[src/rtl/pipe_hazard_ctrl_pkg.sv]
// Shared definitions for the pipeline hazard sequencer: FSM encodings,
// the architectural zero register and the bundle of pipeline controls.
package pipe_hazard_ctrl_pkg;

    localparam logic [1:0] ST_RUN      = 2'd0;
    localparam logic [1:0] ST_MEM_WAIT = 2'd1;
    localparam logic [1:0] ST_ERR      = 2'd2;

    localparam logic [4:0] REG_ZERO    = 5'd0;

    // One bit per pipeline control driven by the sequencer
    typedef struct packed {
        logic pc_we;
        logic ifid_we;
        logic ifid_flush;
        logic idex_we;
        logic idex_flush;
        logic exmem_we;
        logic memwb_we;
        logic memwb_bubble;
        logic dmem_req;
    } ctrl_t;

    // Free-running pipeline: every stage advances, nothing flushed
    function automatic ctrl_t ctrl_run();
        ctrl_t c;
        c              = '0;
        c.pc_we        = 1'b1;
        c.ifid_we      = 1'b1;
        c.idex_we      = 1'b1;
        c.exmem_we     = 1'b1;
        c.memwb_we     = 1'b1;
        return c;
    endfunction

    // RUN-rule decode; a taken branch makes the ID instruction wrong-path,
    // so it wins over the load-use stall.
    function automatic ctrl_t ctrl_run_hazard(input logic lu, input logic taken);
        ctrl_t c;
        c = ctrl_run();
        if (taken) begin
            c.ifid_flush = 1'b1;
            c.idex_flush = 1'b1;
        end else if (lu) begin
            c.pc_we      = 1'b0;
            c.ifid_we    = 1'b0;
            c.idex_flush = 1'b1;
        end
        return c;
    endfunction

    // Memory freeze: front of the pipe holds, WB retires once behind a bubble
    function automatic ctrl_t ctrl_freeze();
        ctrl_t c;
        c              = '0;
        c.memwb_we     = 1'b1;
        c.memwb_bubble = 1'b1;
        c.dmem_req     = 1'b1;
        return c;
    endfunction

    // Reset: nothing written, every stage cleared
    function automatic ctrl_t ctrl_reset();
        ctrl_t c;
        c              = '0;
        c.ifid_flush   = 1'b1;
        c.idex_flush   = 1'b1;
        c.memwb_bubble = 1'b1;
        return c;
    endfunction

    // Timeout lock-up: pipeline frozen, memory request withdrawn
    function automatic ctrl_t ctrl_err();
        ctrl_t c;
        c              = '0;
        c.memwb_bubble = 1'b1;
        return c;
    endfunction

endpackage

[src/rtl/pipe_hazard_ctrl_lu.sv]
// Load-use hazard compare between the load in EX and the sources of the
// instruction in ID. Loads into $zero never create a dependency.
module load_use_detect
    import pipe_hazard_ctrl_pkg::*;
(
    input  logic [4:0] id_rs,
    input  logic [4:0] id_rt,
    input  logic       id_uses_rt,
    input  logic       idex_memread,
    input  logic [4:0] idex_rt,
    output logic       lu
);

    // Raise lu when the ID instruction reads the register the EX load writes
    always_comb begin
        lu = idex_memread && (idex_rt != REG_ZERO) &&
             ((idex_rt == id_rs) || (id_uses_rt && (idex_rt == id_rt)));
    end

endmodule

[src/rtl/pipe_hazard_ctrl.sv]
// Central stall/flush sequencer for the 5-stage MIPS-Lite pipeline.
// Outputs are combinational from state and inputs; wait/stall counters
// and the sticky timeout flag are registered.
module pipe_hazard_ctrl
    import pipe_hazard_ctrl_pkg::*;
#(
    parameter int unsigned TIMEOUT = 16,
    parameter int unsigned CNT_W   = 16
) (
    input  logic             clk,
    input  logic             rst,
    input  logic [4:0]       id_rs,
    input  logic [4:0]       id_rt,
    input  logic             id_uses_rt,
    input  logic             idex_memread,
    input  logic [4:0]       idex_rt,
    input  logic             ex_taken,
    input  logic             exmem_memop,
    input  logic             dmem_ack,
    output logic             dmem_req,
    output logic             pc_we,
    output logic             ifid_we,
    output logic             ifid_flush,
    output logic             idex_we,
    output logic             idex_flush,
    output logic             exmem_we,
    output logic             memwb_we,
    output logic             memwb_bubble,
    output logic [CNT_W-1:0] stall_cnt,
    output logic             err
);

    localparam int unsigned      WAIT_W    = (TIMEOUT > 1) ? $clog2(TIMEOUT) : 1;
    localparam logic [WAIT_W-1:0] WAIT_LAST = (TIMEOUT == 0) ? '0 : WAIT_W'(TIMEOUT - 1);

    logic [1:0]        state_q, state_d;
    logic [WAIT_W-1:0] wait_q, wait_d;
    logic [CNT_W-1:0]  stall_q, stall_d;
    logic              err_q, err_d;
    logic              lu;
    ctrl_t             c;

    load_use_detect u_lu (
        .id_rs        (id_rs),
        .id_rt        (id_rt),
        .id_uses_rt   (id_uses_rt),
        .idex_memread (idex_memread),
        .idex_rt      (idex_rt),
        .lu           (lu)
    );

    // Output decode and next-state logic for the RUN/MEM_WAIT/ERR sequencer
    always_comb begin
        c       = ctrl_run();
        state_d = state_q;
        wait_d  = wait_q;
        err_d   = err_q;
        if (!rst) begin
            c = ctrl_reset();
        end else begin
            case (state_q)
                ST_RUN: begin
                    if (exmem_memop && !dmem_ack) begin
                        c       = ctrl_freeze();
                        state_d = ST_MEM_WAIT;
                        wait_d  = '0;
                    end else begin
                        c          = ctrl_run_hazard(lu, ex_taken);
                        c.dmem_req = exmem_memop;
                    end
                end
                ST_MEM_WAIT: begin
                    if (dmem_ack) begin
                        c          = ctrl_run_hazard(lu, ex_taken);
                        c.dmem_req = 1'b1;
                        state_d    = ST_RUN;
                        wait_d     = '0;
                    end else begin
                        c = ctrl_freeze();
                        if ((TIMEOUT != 0) && (wait_q == WAIT_LAST)) begin
                            state_d = ST_ERR;
                            err_d   = 1'b1;
                        end else begin
                            wait_d = wait_q + 1'b1;
                        end
                    end
                end
                ST_ERR: begin
                    c = ctrl_err();
                end
                default: begin
                    c       = ctrl_err();
                    state_d = ST_ERR;
                end
            endcase
        end
    end

    // Saturating count of cycles in which the PC is held
    always_comb begin
        stall_d = stall_q;
        if (!c.pc_we && (stall_q != '1)) begin
            stall_d = stall_q + CNT_W'(1);
        end
    end

    // State, counters and sticky error flag
    always_ff @(posedge clk or negedge rst) begin
        if (!rst) begin
            state_q <= ST_RUN;
            wait_q  <= '0;
            stall_q <= '0;
            err_q   <= 1'b0;
        end else begin
            state_q <= state_d;
            wait_q  <= wait_d;
            stall_q <= stall_d;
            err_q   <= err_d;
        end
    end

    assign dmem_req     = c.dmem_req;
    assign pc_we        = c.pc_we;
    assign ifid_we      = c.ifid_we;
    assign ifid_flush   = c.ifid_flush;
    assign idex_we      = c.idex_we;
    assign idex_flush   = c.idex_flush;
    assign exmem_we     = c.exmem_we;
    assign memwb_we     = c.memwb_we;
    assign memwb_bubble = c.memwb_bubble;
    assign stall_cnt    = stall_q;
    assign err          = err_q;

endmodule

[config.mk]
export PLATFORM = sky130hd
export DESIGN_NAME = pipe_hazard_ctrl
export DESIGN_NICKNAME = d
export VERILOG_FILES = /design/src/rtl/pipe_hazard_ctrl_pkg.sv /design/src/rtl/pipe_hazard_ctrl_lu.sv /design/src/rtl/pipe_hazard_ctrl.sv
export SDC_FILE = /design/constraint.sdc
export NUM_CORES = 1
export LEC_CHECK = 0
export BUFFER_PORTS_ARGS = -buffer_cell sky130_fd_sc_hd__buf_2
export CORE_MARGIN = 5
export CORE_UTILIZATION = 52
export CTS_CLUSTER_DIAMETER = 150
export CTS_CLUSTER_SIZE = 8
export DETAILED_ROUTE_END_ITERATION = 6
export GPL_ROUTABILITY_DRIVEN = 0
export PLACE_DENSITY = 0.83
export SYNTH_ARGS = -nofsm -noshare
export SYNTH_HDL_FRONTEND = slang
export SYNTH_SLANG_ARGS = --single-unit
[constraint.sdc]
create_clock -name clk -period 3.36 [get_ports clk]
set_input_delay 0.168 -clock clk [delete_from_list [all_inputs] [get_ports clk]]
set_output_delay 0.168 -clock clk [all_outputs]
set_load 0.02 [all_outputs]
==> impl_metrics.toml, run 1 <==
[layout]
seqCellArea_um2 = 576
drive_above_1_share = 0.350
area_growth_syn_to_layout_pct = 21.4
fin_nets = 205
multi_input_area_um2 = 688
antenna_cells = 0
nFillCells = 200

[power_and_ir_drop]
seqPwrFrac = 0.490
p_int_uw = 481
leakage_nw = 0.781
p_per_area_nw_per_um2 = 486
switchingPower_uw = 292
switching_share = 0.378
p_total_uw = 773
p_clk_frac = 0.166
irDropWorstVdd_uv = 531
comb_power_share = 0.344

[clock_tree]
cts_made_buffers = 3
ctsResizeCount = 0
htreeDepth = 1
cts_sinks = 23
clkTransAtPathRegs_ns = 0.13
cts_hold_buf = 1
clk_path_buf_depth = 2
postCtsSetupBuffers = 0
clkLatencyLatePin_ns = 0.31
clockRootBuffer = "clkbuf_4"
cts_tree = "done"

[yosys]
yosys_register_bits = 23
ys_seq_area_frac = 0.439
synth_area_um2 = 1310
synth_cells = 132
yosysUniqueCellTypes = 36
synth_fp_nets = 156
yosys_warnings = 0
syn_area_per_cell_um2 = 9.94

[floorplan]
die_area_um2 = 3630
num_rows = 18
coreArea_um2 = 2450
initial_core_util = 0.535
die_w_um = 60.2
pin_count = 48
die_h_um = 60.2

[timing]
hold_viol = 0
hold_ws_ns = 0.160
layout_min_cycle_time_ns = 2.21
final.setup.tns_ns = 0
rsz0062_at_grt = "false"
worst_pin_slew_ns = 0.579
max_freq_mhz = 452
fin_skew_ns = 0.00521
slew-limit-headroom = 0.614
drv_slew = 0
timing.final.crit_share = 0.658
setup_viol = 0

[routing]
routed-via-count = 1128
drt_iter0_drc = 41
drc = 0
drt_wl_total_um = 2920
drt_first_pass_iters = 4
wl_per_cell_um = 13.9
final_antenna_net_count = 0
vias_per_cell = 5.37

[worst_setup_path]
critical_path.cell_chain = "dlygate4sd3_1, buf_2, nor3b_1, inv_1, a21oi_1, buf_2"
slowest_stage = "dlygate4sd3_1"
slowest_delay_ns = 0.52
crit_required_ns = 3.19
path_class = "input pin to output pin"
cp-start-kind = "input pin"
crit_arrival_ns = 2.04
critPathMostFrequentCell = "buf_2"
crit_path_max_fanout = 29
cp-end-kind = "output pin"

[outcome]
outcome = "finished, final reports clean"

[placement]
io_buffers = 47
dpl.hpwl_um = 2330

[hold_path]
hp-class = "input pin to register"

[global_routing]
overflow = 0
grt_pass1_wl_um = 4870
grt_use_total = 0.176
grt_max_degree = 30
antenna_found_initial = 0
grt_pass1_vias = 1108

[run]
max_cap_violations = 0
==> cells in the final DEF, fill, tap and decap left out, types with 2 or more instances in the layout <==
| master | netlist | final |
|---|---|---|
| nand2b_1 | 2 | 2 |
| buf_2 | 0 | 47 |
| ha_1 | 2 | 2 |
| nor2_1 | 7 | 7 |
| nand3_1 | 11 | 11 |
| dfrtp_1 | 23 | 23 |
| nand2_1 | 12 | 12 |
| inv_1 | 5 | 5 |
| nand4_1 | 8 | 8 |
| xnor2_1 | 24 | 24 |
| o21ai_0 | 6 | 6 |
| and3_1 | 4 | 4 |
| clkbuf_4 | 0 | 3 |
| a31o_2 | 2 | 2 |
| a21oi_1 | 2 | 2 |
==> metal layers <==
layer / track usage / wire length [µm] / vias to the layer above
li1: - / - / 562
met1: 0.210 / 1190 / 538
met2: 0.321 / 1560 / 24
met3: 0.0302 / 127 / 4
met4: 0.0506 / 40 / 0
met5: 0 / 0 / -
==> path summary, 6_finish.rpt <==
check | startpoint | end | slack, ns | cells past startpoint
max | rst | ifid_we | 1.15 | 6
min in group asynchronous | rst | err | 0.37 | 2
min reg2reg | err | err | 0.48 | 1
max in group asynchronous | rst | stall_cnt[1] | 2.60 | 2
max reg2reg | stall_cnt[0] | stall_cnt[1] | 1.24 | 6
min | exmem_memop | state_q[0] | 0.16 | 3
==> registers in the layout, indices dropped and copies added, names as in the netlist <==
signal / cells
wait_q: 4
stall_cnt: 16
state_q: 2
err: 1
==> metrics by stage <==
| step | std cells | cell area [µm²] | worst slack (ns) | util |
|---|---|---|---|---|
| finish | 210 | 1590 | 1.15 | 0.649 |
| global route | 210 | 1590 | 0.868 | 0.649 |
| CTS | 210 | 1590 | 1.09 | 0.649 |
| detailed placement | 205 | 1560 | 1.25 | 0.634 |
| floorplan | 132 | 1310 | 0.939 | - |
| global placement | 205 | 1560 | 1.36 | 0.634 |
==> area by class of cell <==
type	instances	area share
inverter	5	0.0118
multi-input combinational	100	0.432
timing repair buffer	48	0.154
clock inverter	1	0.00314
sequential	23	0.361
clock buffer	3	0.0141
tap	30	0.0236
==> power groups by stage <==
stage          clock, mW  combinational [mW]  sequential [mW]
6_report           0.128               0.266            0.379
5_1_grt            0.146               0.294            0.388
4_1_cts            0.133               0.269            0.379
3_5_place_dp           0               0.267            0.385
3_3_place_gp           0               0.260            0.380
2_1_floorplan          0               0.131            0.424
==> critical path: cells and delay by family <==
kind | cells | cell delay (ns)
AO/OA/AOI/OAI | 1 | 0.15
buffers and inverters | 4 | 1.30
AND/OR/NAND/NOR | 1 | 0.42
==> cells in the mapped netlist <==
master    number  area share
buf_6          1      0.0086
a21bo_2        1      0.0076
inv_1          5       0.014
a21o_1         1      0.0057
nand3_2        1      0.0076
or4_1          1      0.0057
xor2_1         1      0.0067
and3_2         1      0.0057
o21ai_2        1      0.0067
nor3b_1        1      0.0057
and4_2         1      0.0076
a31o_4         1       0.013
nor2_1         7       0.020
and2_0         1      0.0048
and4_4         1      0.0086
and3_1         4       0.019
a31o_2         2       0.013
nand4_1        8       0.038
nand3_1       11       0.042
a41oi_1        1      0.0067
xnor2_1       24        0.16
and4_1         1      0.0067
ha_1           2       0.019
nand2b_1       2      0.0095
buf_4          2       0.011
o21ai_0        6       0.023
o31ai_1        1      0.0057
clkbuf_1       1      0.0029
o21ba_2        1      0.0076
dfrtp_1       23        0.44
o22ai_1        1      0.0048
or2_2          1      0.0048
a21oi_1        2      0.0076
nand2_1       12       0.034
mux2i_1        1      0.0076
mux2_2         1      0.0086
==> cell families (layout without fill, tap and decap cells) <==
| group | Yosys count | count (layout) | share of synthesized area |
|---|---|---|---|
| xor+xnor | 25 | 25 | 0.167 |
| simple gates | 53 | 53 | 0.220 |
| flops | 23 | 23 | 0.439 |
| compound gates | 18 | 18 | 0.102 |
| fa+ha+maj | 2 | 2 | 0.0191 |
| buf+inv | 9 | 57 | 0.0372 |
| mux | 2 | 2 | 0.0162 |
Note: power is estimated with default switching activity, not from simulation.
==> run 2, diff against run 1 <==
--- a/config.mk
+++ b/config.mk
@@ -5,14 +5,15 @@
 export SDC_FILE = /design/constraint.sdc
 export NUM_CORES = 1
 export LEC_CHECK = 0
+export ABC_AREA = 1
 export BUFFER_PORTS_ARGS = -buffer_cell sky130_fd_sc_hd__buf_2
 export CORE_MARGIN = 5
-export CORE_UTILIZATION = 52
+export CORE_UTILIZATION = 46
 export CTS_CLUSTER_DIAMETER = 150
 export CTS_CLUSTER_SIZE = 8
 export DETAILED_ROUTE_END_ITERATION = 6
 export GPL_ROUTABILITY_DRIVEN = 0
-export PLACE_DENSITY = 0.83
+export PLACE_DENSITY = 0.75
 export SYNTH_ARGS = -nofsm -noshare
 export SYNTH_HDL_FRONTEND = slang
 export SYNTH_SLANG_ARGS = --single-unit
==> constraint.sdc (replaced) <==
create_clock -name clk -period 1.9 [get_ports clk]
set_input_delay 0.095 -clock clk [delete_from_list [all_inputs] [get_ports clk]]
set_output_delay 0.095 -clock clk [all_outputs]
set_load 0.02 [all_outputs]
==> run 2 against run 1 <==
  * Synthesized cell count is 78% higher
  * Cell area is 25% higher
  * Clock power is 75% higher
  * Critical path type is now register to output pin
==> impl_metrics.toml, run 2 <==
[outcome]
outcome = "finished, final reports clean"

[clock_tree]
cts_tree = "done"
htreeDepth = 1
clkTransAtPathRegs_ns = 0.12
clk_path_buf_depth = 2
cts_sinks = 23
clkLatencyLatePin_ns = 0.31
cts_made_buffers = 3
clockRootBuffer = "clkbuf_4"

[worst_setup_path]
crit_required_ns = 1.80
crit_path_max_fanout = 18
r2r_end = "stall_cnt[1]"
r2r_setup_slack_ns = 0.16
r2r-start = "stall_cnt[0]"
cp-start-kind = "register"
cp-end-kind = "output pin"
crit_arrival_ns = 1.66
r2r_cells = 9
path_class = "register to output pin"

[layout]
fin_nets = 311
nFillCells = 317
antenna_cells = 0
drive_above_1_share = 0.241
postLayoutCellArea_um2 = 1990
multi_input_area_um2 = 908
final_cell_mix = "nand2_1 (78), buf_2 (47), inv_1 (32)"
area_growth_syn_to_layout_pct = 22.0
final_common_cell = "nand2_1"
seqCellArea_um2 = 576
largest_reg_flops = 16

[global_routing]
grt_pass1_vias = 1416
grt_max_degree = 19
antenna_found_initial = 0
overflow = 0
grt_pass1_wl_um = 6040
grt_use_total = 0.147

[timing]
rsz0062_at_grt = "false"
layout_min_cycle_time_ns = 1.75
drv_slew = 0
setup_viol = 0
worst_pin_slew_ns = 0.375
max_freq_mhz = 570
final.setup.tns_ns = 0
timing.final.crit_share = 0.923
hold_viol = 0
slew-limit-headroom = 0.748
fin_skew_ns = 0.00167

[yosys]
synth_top_cell_by_area = "dfrtp_1"
yosys_warnings = 0
synth_area_leaders = "dfrtp_1 (35%), nand2_1 (18%), nand3_1 (8.0%)"
synth_cells = 235
synthMostInstantiatedCell = "nand2_1"
yosys_register_bits = 23
ys_seq_area_frac = 0.353
syn_area_per_cell_um2 = 6.93
ys.flop_type = "dfrtp_1"
yosysUniqueCellTypes = 28
synth_area_um2 = 1630
synth_fp_nets = 259
async_flop_share = 1.00
synth_common_cells = "nand2_1 (78), inv_1 (33), nand3_1 (26), dfrtp_1 (23), nor2_1 (20)"
synth_top_area_share = 0.353
synth_edf_count = 0

[floorplan]
die_h_um = 69.5
die_w_um = 69.5
die_area_um2 = 4830
pin_count = 48
coreArea_um2 = 3390
initial_core_util = 0.481
num_rows = 21

[routing]
wl_per_cell_um = 10.6
drt_first_pass_iters = 4
final_antenna_net_count = 0
drc = 0
drt_iter0_drc = 58
vias_per_cell = 4.70
drt_wl_total_um = 3500
routed-via-count = 1562

[power_and_ir_drop]
p_per_area_nw_per_um2 = 407
leakage_nw = 1.17
irDropWorstVdd_uv = 254

[hold_path]
hp-class = "input pin to async pin"

[placement]
dpl.hpwl_um = 2820
place_area_um2 = 1910
io_buffers = 47

[run]
max_cap_violations = 0
run 2: cell count changes in the layout (fill, tap and decap cells not counted), moves of 13 or more:
cell,delta
nand2_1,+66
inv_1,+27
nor2_1,+13
xnor2_1,-14
nand3_1,+15
run 2: kinds of logic after synthesis:
kind of cell | count (synthesis) | synth area share
adders and majority gates | 2 | 0.0154
DFF | 23 | 0.353
xor gates and xnor gates | 15 | 0.0806
and+or+nand+nor | 142 | 0.397
buffers and inverters | 40 | 0.103
AOI/OAI and AO/OA | 13 | 0.0507
run 2: how the worst max path moves through the flow:
stage                            start             to  cells past startpoint
after floorplan             state_q[0]          pc_we                      9
after detailed placement  stall_cnt[0]   stall_cnt[2]                      9
after global routing        state_q[0]        ifid_we                      8
after CTS                 stall_cnt[0]  stall_cnt[11]                      9
after global placement    stall_cnt[0]  stall_cnt[11]                      9
final                       state_q[0]          pc_we                      8
run 2: stage by stage:
step	cells	util	power (mW)	hold slack [ns]	setup WS, ns
3_3_place_gp	326	0.563	0.592	-0.00703	0.132
2_1_floorplan	235	-	0.546	-0.201	0.0678
6_report	332	0.587	0.808	0.173	0.147
3_5_place_dp	326	0.563	0.594	-0.00848	0.0498
5_1_grt	332	0.587	0.851	0.186	0.0109
4_1_cts	331	0.575	0.825	0.161	0.0194
run 2: critical path, stage by stage, from the launching register on:
cell and delay [ns]:
dfrtp_1 0.43, inv_2 0.09, nor2_2 0.05, nor3_2 0.18, nand2_1 0.11, inv_2 0.12
nand2_8 0.12, inv_1 0.09, buf_2 0.16
run 2: layout make-up:
| class | count | area share |
|---|---|---|
| Tap cell | 46 | 0.0289 |
| Clock buffer | 3 | 0.0113 |
| Multi-Input combinational cell | 172 | 0.457 |
| Sequential cell | 23 | 0.289 |
| Timing Repair Buffer | 52 | 0.145 |
| Clock inverter | 1 | 0.00252 |
| Inverter | 35 | 0.0661 |
run 2: repair_timing:
item	4_1_cts	5_1_grt
buffers inserted	0	1
hold buffers	1	0
setup endpoints to repair	2	18
hold endpoints to repair	23	0
gates resized for setup	1	2
pin swaps	0	1
run 2: metal layers:
layer,track usage,vias to the layer above,part of all wire
met3,0.0348,4,0.049
met1,0.183,689,0.47
met4,0.0521,0,0.015
li1,-,842,-
met5,0,-,0
met2,0.248,27,0.47
run 2: where the power goes:
part           total, mW  switching, mW  internal, mW
combinational     0.0904         0.0526        0.0379
clock              0.224          0.145        0.0787
sequential         0.494        0.00227         0.492
total              0.808          0.200         0.609
==> run 3, diff against run 2 <==
--- a/config.mk
+++ b/config.mk
@@ -6,14 +6,16 @@
 export NUM_CORES = 1
 export LEC_CHECK = 0
 export ABC_AREA = 1
-export BUFFER_PORTS_ARGS = -buffer_cell sky130_fd_sc_hd__buf_2
+export CELL_PAD_IN_SITES_DETAIL_PLACEMENT = 1
+export CELL_PAD_IN_SITES_GLOBAL_PLACEMENT = 2
 export CORE_MARGIN = 5
-export CORE_UTILIZATION = 46
+export CORE_UTILIZATION = 30
 export CTS_CLUSTER_DIAMETER = 150
 export CTS_CLUSTER_SIZE = 8
 export DETAILED_ROUTE_END_ITERATION = 6
+export DONT_BUFFER_PORTS = 1
 export GPL_ROUTABILITY_DRIVEN = 0
-export PLACE_DENSITY = 0.75
+export PLACE_DENSITY_LB_ADDON = 0.1
 export SYNTH_ARGS = -nofsm -noshare
 export SYNTH_HDL_FRONTEND = slang
 export SYNTH_SLANG_ARGS = --single-unit
==> run 3 against run 2 <==
  * Global-route usage is 1.2 points lower
  * Worst setup slack got worse by 0.0098 ns
  * Via count is 0.83% lower
  * Cell area decreased by 2.3%
==> impl_metrics.toml, run 3 (same netlist as run 2, synthesis figures left out) <==
[worst_setup_path]
r2r_cells = 9
cp.buffers_inverters = 1
crit_arrival_ns = 1.92
crit_family = "simple AND/OR/NAND/NOR gates"
cp-startpoint = "stall_cnt[0]"
cp-start-kind = "register"
r2r_setup_slack_ns = 0.14
worstSetupEndpoint = "stall_cnt[14]"
cp-end-kind = "register"
r2r-start = "stall_cnt[0]"
critPathMostFrequentCell = "nor2_4"
critical_path.cell_chain = "ha_1, nand3_2, nor2_4, nand2_2, nor2_4, nand4_4, buf_4, nand3_1, nand2_1"
slowest_stage = "dfrtp_1"
path_class = "register to register"
r2r_end = "stall_cnt[14]"
crit_path_max_fanout = 9
crit_required_ns = 2.06
crit_cells = 9
slowest_delay_ns = 0.36

[clock_tree]
cts_tree = "done"
htreeDepth = 1
clk_path_buf_depth = 2
clkLatencyLatePin_ns = 0.26
clkTransAtPathRegs_ns = 0.08
clockRootBuffer = "clkbuf_8"
cts_sinks = 23
cts_made_buffers = 3

[placement]
io_buffers = 0
post-place-ws_ns = 0.116
dp_cells = 321
dpl.hpwl_um = 3770

[layout]
antenna_cells = 0
final_common_cell = "nand2_1"
fin_cells = 330
drive_above_1_share = 0.165
fin_nets = 285
final_cell_mix = "nand2_1 (78), inv_1 (32), nand3_1 (26)"
area_growth_syn_to_layout_pct = 19.2
largest_reg_flops = 16
final_util = 0.373

[timing]
fin_skew_ns = 0.00498
hold_ws_ns = 0.0729
worst_pin_slew_ns = 1.09
layout_setup_ws_ns = 0.137
drv_slew = 0
hold_viol = 0
max_freq_mhz = 567
rsz0062_at_grt = "false"
slew-limit-headroom = 0.273
layout_min_cycle_time_ns = 1.76
timing.final.crit_share = 0.928
final.setup.tns_ns = 0
setup_viol = 0

[routing]
drt_iter0_drc = 35
routed-via-count = 1549
wl_per_cell_um = 14.1
vias_per_cell = 4.69
drc = 0
drt_wl_total_um = 4650
final_antenna_net_count = 0
drt_first_pass_iters = 3

[floorplan]
initial_core_util = 0.313
die_area_um2 = 7000
die_w_um = 83.7
die_h_um = 83.7
coreArea_um2 = 5200
pin_count = 48
num_rows = 26

[global_routing]
antenna_found_initial = 0
grt_use_total = 0.135
grt_pass1_wl_um = 7790
overflow = 0
grt_pass1_vias = 1595
grt_max_degree = 24

[power_and_ir_drop]
irDropWorstVdd_uv = 272
p_per_area_nw_per_um2 = 444
leakage_nw = 1.06

[outcome]
outcome = "finished, final reports clean"

[run]
max_cap_violations = 0

[hold_path]
hp-class = "input pin to register"
-- run 3: changes by cell type in the layout (fill, tap and decap cells not counted), sizes merged --
cell | before | now
buf | 51 | 25
clkinv | 1 | 0
clkbuf | 3 | 4
-- run 3: power by group --
part           total, mW  leakage (nW)  switching (mW)  internal [mW]
sequential         0.494         0.292         0.00247          0.492
combinational     0.0604         0.744          0.0403         0.0201
clock              0.307        0.0228           0.157          0.150
total              0.861          1.06           0.200          0.661
-- run 3: how the worst min path moves through the flow --
stage	from	to	slack, ns	cells after the start
2_1_floorplan	rst	err	-0.20	0
3_3_place_gp	rst	wait_q[3]	-0.20	0
3_5_place_dp	rst	wait_q[3]	-0.20	0
4_1_cts	rst	state_q[0]	0.07	3
5_1_grt	rst	state_q[0]	0.09	3
6_report	rst	state_q[0]	0.07	3
-- run 3: layout make-up --
| cell class | instances | area, µm² |
|---|---|---|
| well taps | 70 | 87.6 |
| flip-flops and latches | 23 | 576 |
| fillers | 686 | 3260 |
| inverters | 35 | 131 |
| multi-input cells | 172 | 905 |
| clock buffers | 4 | 45.0 |
| repair buffers | 26 | 198 |
-- run 3: worst reg2reg max path, stage by stage, from the launching register on --
cell     delay [ns]
dfrtp_1        0.36
ha_1           0.21
nand3_2        0.15
nor2_4         0.15
nand2_2        0.10
nor2_4         0.12
nand4_4        0.19
buf_4          0.24
nand3_1        0.08
nand2_1        0.06
-- run 3: layer usage --
metal / up-vias / global-route usage / share of wire
met3: 2 / 0.0296 / 0.043
met2: 23 / 0.234 / 0.49
met5: - / 0 / 0
met4: 0 / 0.0351 / 0.0067
met1: 739 / 0.169 / 0.46
li1: 785 / - / -
-- run 3: what timing repair did --
action / in CTS / in global routing
endpoints found under the setup margin: 0 / 12
hold buffers: 1 / 0
hold endpoints to repair: 23 / 0
setup buffers: 0 / 4
gates resized for setup: 0 / 3
-- run 3: stage by stage --
step | cell area, µm² | total power, mW
5_1_grt | 1940 | 0.909
6_report | 1940 | 0.861
3_5_place_dp | 1840 | 0.555
2_1_floorplan | 1630 | 0.546
3_3_place_gp | 1840 | 0.553
4_1_cts | 1890 | 0.877
